===== src/rtl/pulse_shrinker_pkg.sv =====
// Shared types and constants for the pulse shrinker and its input synchronizer.
package pulse_shrinker_pkg;

    localparam int c_sync_stages = 2;

    typedef enum logic [2:0] {
        ST_IDLE          = 3'd0,
        ST_PRESS_CHK     = 3'd1,
        ST_PULSE         = 3'd2,
        ST_HELD          = 3'd3,
        ST_RELEASE_CHK   = 3'd4,
        ST_RELEASE_PULSE = 3'd5
    } t_shrink_state;

endpackage


===== src/rtl/sync_2ff.sv =====
// Two-flop synchronizer with synchronous active-high reset; used for raw switch/button inputs.
module sync_2ff
    import pulse_shrinker_pkg::*;
(
    input  logic i_clk,
    input  logic i_rst,
    input  logic i_d,
    output logic o_q
);

    logic [c_sync_stages-1:0] s_ff;

    always_ff @(posedge i_clk) begin
        if (i_rst)
            s_ff <= '0;
        else
            s_ff <= {s_ff[c_sync_stages-2:0], i_d};
    end

    assign o_q = s_ff[c_sync_stages-1];

endmodule


===== src/rtl/pulse_shrinker_synch.sv =====
// Debounces a bouncing async level into one single-cycle strobe per press.
// Optional release strobe (o_release) enabled by PULSE_SHRINKER_RELEASE_PULSE_EN.
//
// state            | meaning
// ST_IDLE          | released, waiting for x_s=1
// ST_PRESS_CHK     | x_s high, waiting for it to stay stable T cycles
// ST_PULSE         | press accepted, o_y high for one cycle
// ST_HELD          | pressed, waiting for x_s=0
// ST_RELEASE_CHK   | x_s low, waiting for it to stay stable T cycles
// ST_RELEASE_PULSE | release accepted, o_release high for one cycle (macro builds only)
module pulse_shrinker_synch
    import pulse_shrinker_pkg::*;
#(
    parameter int par_T_debounce_bits = 20,
    parameter int par_T_debounce_val  = 500000
) (
    input  logic i_clk,
    input  logic i_rst,
    input  logic i_x,
`ifdef PULSE_SHRINKER_RELEASE_PULSE_EN
    output logic o_release,
`endif
    output logic o_y,
    output logic o_level
);

    localparam logic [par_T_debounce_bits-1:0] c_t_max =
        par_T_debounce_bits'(par_T_debounce_val - 1);

    logic                           x_s;
    logic [par_T_debounce_bits-1:0] s_t;
    t_shrink_state                  pr_state;
    t_shrink_state                  nx_state;

    sync_2ff u_sync (
        .i_clk (i_clk),
        .i_rst (i_rst),
        .i_d   (i_x),
        .o_q   (x_s)
    );

    always_ff @(posedge i_clk) begin
        if (i_rst)
            pr_state <= ST_IDLE;
        else
            pr_state <= nx_state;
    end

    // Timer restarts on every state change and saturates so a long hold cannot wrap.
    always_ff @(posedge i_clk) begin
        if (i_rst)
            s_t <= '0;
        else if (pr_state != nx_state)
            s_t <= '0;
        else if (s_t < c_t_max)
            s_t <= s_t + par_T_debounce_bits'(1);
    end

    always_comb begin
        nx_state = pr_state;
        case (pr_state)
            ST_IDLE:
                if (x_s) nx_state = ST_PRESS_CHK;
            ST_PRESS_CHK:
                if (!x_s)                nx_state = ST_IDLE;
                else if (s_t >= c_t_max) nx_state = ST_PULSE;
            ST_PULSE:
                nx_state = ST_HELD;
            ST_HELD:
                if (!x_s) nx_state = ST_RELEASE_CHK;
            ST_RELEASE_CHK:
                if (x_s)                 nx_state = ST_HELD;
`ifdef PULSE_SHRINKER_RELEASE_PULSE_EN
                else if (s_t >= c_t_max) nx_state = ST_RELEASE_PULSE;
            ST_RELEASE_PULSE:
                nx_state = ST_IDLE;
`else
                else if (s_t >= c_t_max) nx_state = ST_IDLE;
`endif
            default:
                nx_state = ST_IDLE;
        endcase
    end

    assign o_y     = (pr_state == ST_PULSE);
    assign o_level = (pr_state == ST_PULSE) || (pr_state == ST_HELD) ||
                     (pr_state == ST_RELEASE_CHK);
`ifdef PULSE_SHRINKER_RELEASE_PULSE_EN
    assign o_release = (pr_state == ST_RELEASE_PULSE);
`endif

endmodule


===== config.mk =====
export PLATFORM = sky130hd
export DESIGN_NAME = pulse_shrinker_synch
export DESIGN_NICKNAME = d
export VERILOG_FILES = /design/src/rtl/pulse_shrinker_pkg.sv /design/src/rtl/sync_2ff.sv /design/src/rtl/pulse_shrinker_synch.sv
export SDC_FILE = /design/constraint.sdc
export NUM_CORES = 1
export LEC_CHECK = 0
export BUFFER_PORTS_ARGS = -buffer_cell sky130_fd_sc_hd__buf_4
export CORE_MARGIN = 2
export CORE_UTILIZATION = 57
export CTS_CLUSTER_DIAMETER = 150
export CTS_CLUSTER_SIZE = 28
export DETAILED_ROUTE_END_ITERATION = 7
export MAX_ROUTING_LAYER = met4
export PLACE_DENSITY = 0.74
export SYNTH_ARGS = -nofsm -noshare
export SYNTH_HDL_FRONTEND = slang
export SYNTH_SLANG_ARGS = --single-unit
export TNS_END_PERCENT = 20

===== constraint.sdc =====
create_clock -name i_clk -period 6 [get_ports i_clk]
set_input_delay 0.6 -clock i_clk [delete_from_list [all_inputs] [get_ports i_clk]]
set_output_delay 0.6 -clock i_clk [all_outputs]
set_load 0.005 [all_outputs]

==> qor.txt <==
outcome -> finished, final reports clean
Crit. End Element -> register
total wire length -> 2530 microns
worst hold path type -> reg -> reg
WHS -> 455 ps
final core utilization -> 63.0%
wire per inst -> 13.9 microns
Max-Slew Margin vs Limit -> 31.5%
CP required -> 6250 ps
num ports -> 5
CP max FO -> 15
pre-CTS WS -> 3570 ps
sequential area share after synthesis -> 38.0%
final worst setup slack -> 3590 ps
number of remaining DRC errors -> 0
CTS-repair resized insts -> 0
first-pass detailed-route iteration total -> 4
pins over their slew limit -> 0
Port Buffer Count -> 4
Tightest Pin Transition -> 1030 ps
EDFF count, synth -> 0
insertion delay to the later sink of the worst-skew pair -> 320 ps
syn_nets -> 156
placed inst area -> 1350 sq um
Avg Inst Size Synth -> 8.66 sq um
Root Driver -> clkbuf_4
total clock buffers created by CTS -> 3
synthesized cell area -> 1320 sq um
Final Skew -> 11.0 ps
Nets -> 159
Final GP Congestion -> 0.802
initial antenna violation count -> 0
Max-Cap Viols -> 0
Static Leak -> 0.000419 uW
commonest non-fill, non-tap cell in the layout -> dfxtp_1
antenna viol nets, final -> 0
Hold Violations, Final -> 0
Peak VDD IR -> 154 uV
DP HPWL -> 1810 microns
via count -> 1136
initial core utilization -> 60.1%
Yosys top cell by area -> dfxtp_1
Max H-tree Level -> 1
Hold Buf Count CTS -> 0
Vias/cell -> 6.24
most frequent cells in the layout -> dfxtp_1, a211oi_1, or3_1
max frequency -> 414 MHz
CP arrival -> 2660 ps
largest net degree at the start of global routing -> 27
core region area -> 2190 sq um
Die H -> 52.1 microns
CTS clock-pin slew for the worst setup and hold paths -> 140 ps
synthesized flop and latch total -> 25
CTS tree -> yes
CTS sink cnt -> 25
Area growth syn-to-layout -> 4.85%
setup TNS -> 0 ps
Die W -> 52.1 microns
row count -> 17
pwr dens -> 190 nW/um^2
main flop type after synthesis -> dfxtp_1
Area contributors post-synth -> dfxtp_1, a211oi_1, or3_1
Overflow after GRT -> 0
Post-synth ARST share -> 0%
vias in the first global route -> 1034
Yosys Warn Count -> 0
number of distinct library cells after synthesis -> 42
Setup Viol. Count Final -> 0
first-pass GRT wire length -> 4500 microns
crit share post-route -> 40.2%
share of layout cells above drive strength 1 -> 10.4%
Setup Buffers After CTS -> 0
Max clock buf depth -> 2
Total GRT Usage -> 22.3%
total die area -> 2710 sq um
drt initial violations -> 21
WS Path Type -> reg -> reg
Synth top area share -> 38.0%
CP Launch Type -> register
cell count after synthesis -> 152
Design Area, Final -> 1380 sq um
RSZ-0062 raised after global routing -> false
post-route minimum period -> 2410 ps
ANT cells -> 0
[power breakdown]
group / switching (uW) / internal, uW
clock: 50.1 / 26.0
combinational: 8.90 / 5.32
sequential: 2.76 / 169
[kinds of logic after synthesis]
logic type	share of synthesized area, %
adder cells (fa/ha/maj)	0.950
buffers and inverters	5.23
AO/OA/AOI/OAI	26.5
AND/OR/NAND/NOR	27.2
flip-flops	38.0
XOR/XNOR	1.33
multiplexers	0.760
[worst max-delay path, stage by stage (launching register included)]
cell and delay (ps):
dfxtp_1 360, ha_1 240, and4_1 240, o41ai_4 300, a32oi_1 340, or4_1 630
a211oi_1 240
[layer usage]
layer | share of wire [%] | global-route usage (%) | vias up
met5 | 0 | - | -
met4 | 0.43 | 3.51 | 0
met3 | 2.9 | 5.17 | 2
met2 | 46 | 34.2 | 14
met1 | 51 | 30.6 | 540
li1 | - | - | 580
[flip-flops by register name, summed over array words and instances (netlist names)]
signal / flops
s_t: 20
pr_state: 3
u_sync.s_ff: 2
[worst paths after layout]
check	start	end	slack, ps	depth (start not counted)
worst max-delay path	s_t[0]$_SDFFE_PP0N_	s_t[14]$_SDFFE_PP0N_	3590	6
worst min-delay path	u_sync.s_ff[0]$_SDFF_PP0_	u_sync.s_ff[1]$_SDFF_PP0_	460	1
worst max register to register	s_t[0]$_SDFFE_PP0N_	s_t[14]$_SDFFE_PP0N_	3590	6
worst min register to register	u_sync.s_ff[0]$_SDFF_PP0_	u_sync.s_ff[1]$_SDFF_PP0_	460	1
[layout make-up]
class                   instances  area (sq um)
multi-input cells             111           747
well taps                      28          35.0
inverters                       9          33.8
fillers                       196           811
clock buffers                   4          26.3
flip-flops and latches         25           500
repair buffers                  5          37.5
[cell usage after synthesis (2+ instances only)]
cell	number
nand4_1	3
xnor2_1	2
nor2_1	5
and4_1	2
o31ai_1	5
nor3_1	5
clkbuf_1	4
or4_1	3
a211oi_1	15
nand2_1	11
dfxtp_1	25
nor2b_1	2
or3_1	12
o21ai_0	5
inv_1	9
nand3_1	7
a21oi_1	4
o21ai_1	9
[through the flow]
stage / cells / total power [uW]
3_3_place_gp: 178 / 189
3_5_place_dp: 178 / 190
2_1_floorplan: 152 / 186
4_1_cts: 182 / 265
6_report: 182 / 262
5_1_grt: 182 / 273
No activity file was read; power rests on OpenSTA's default activity.
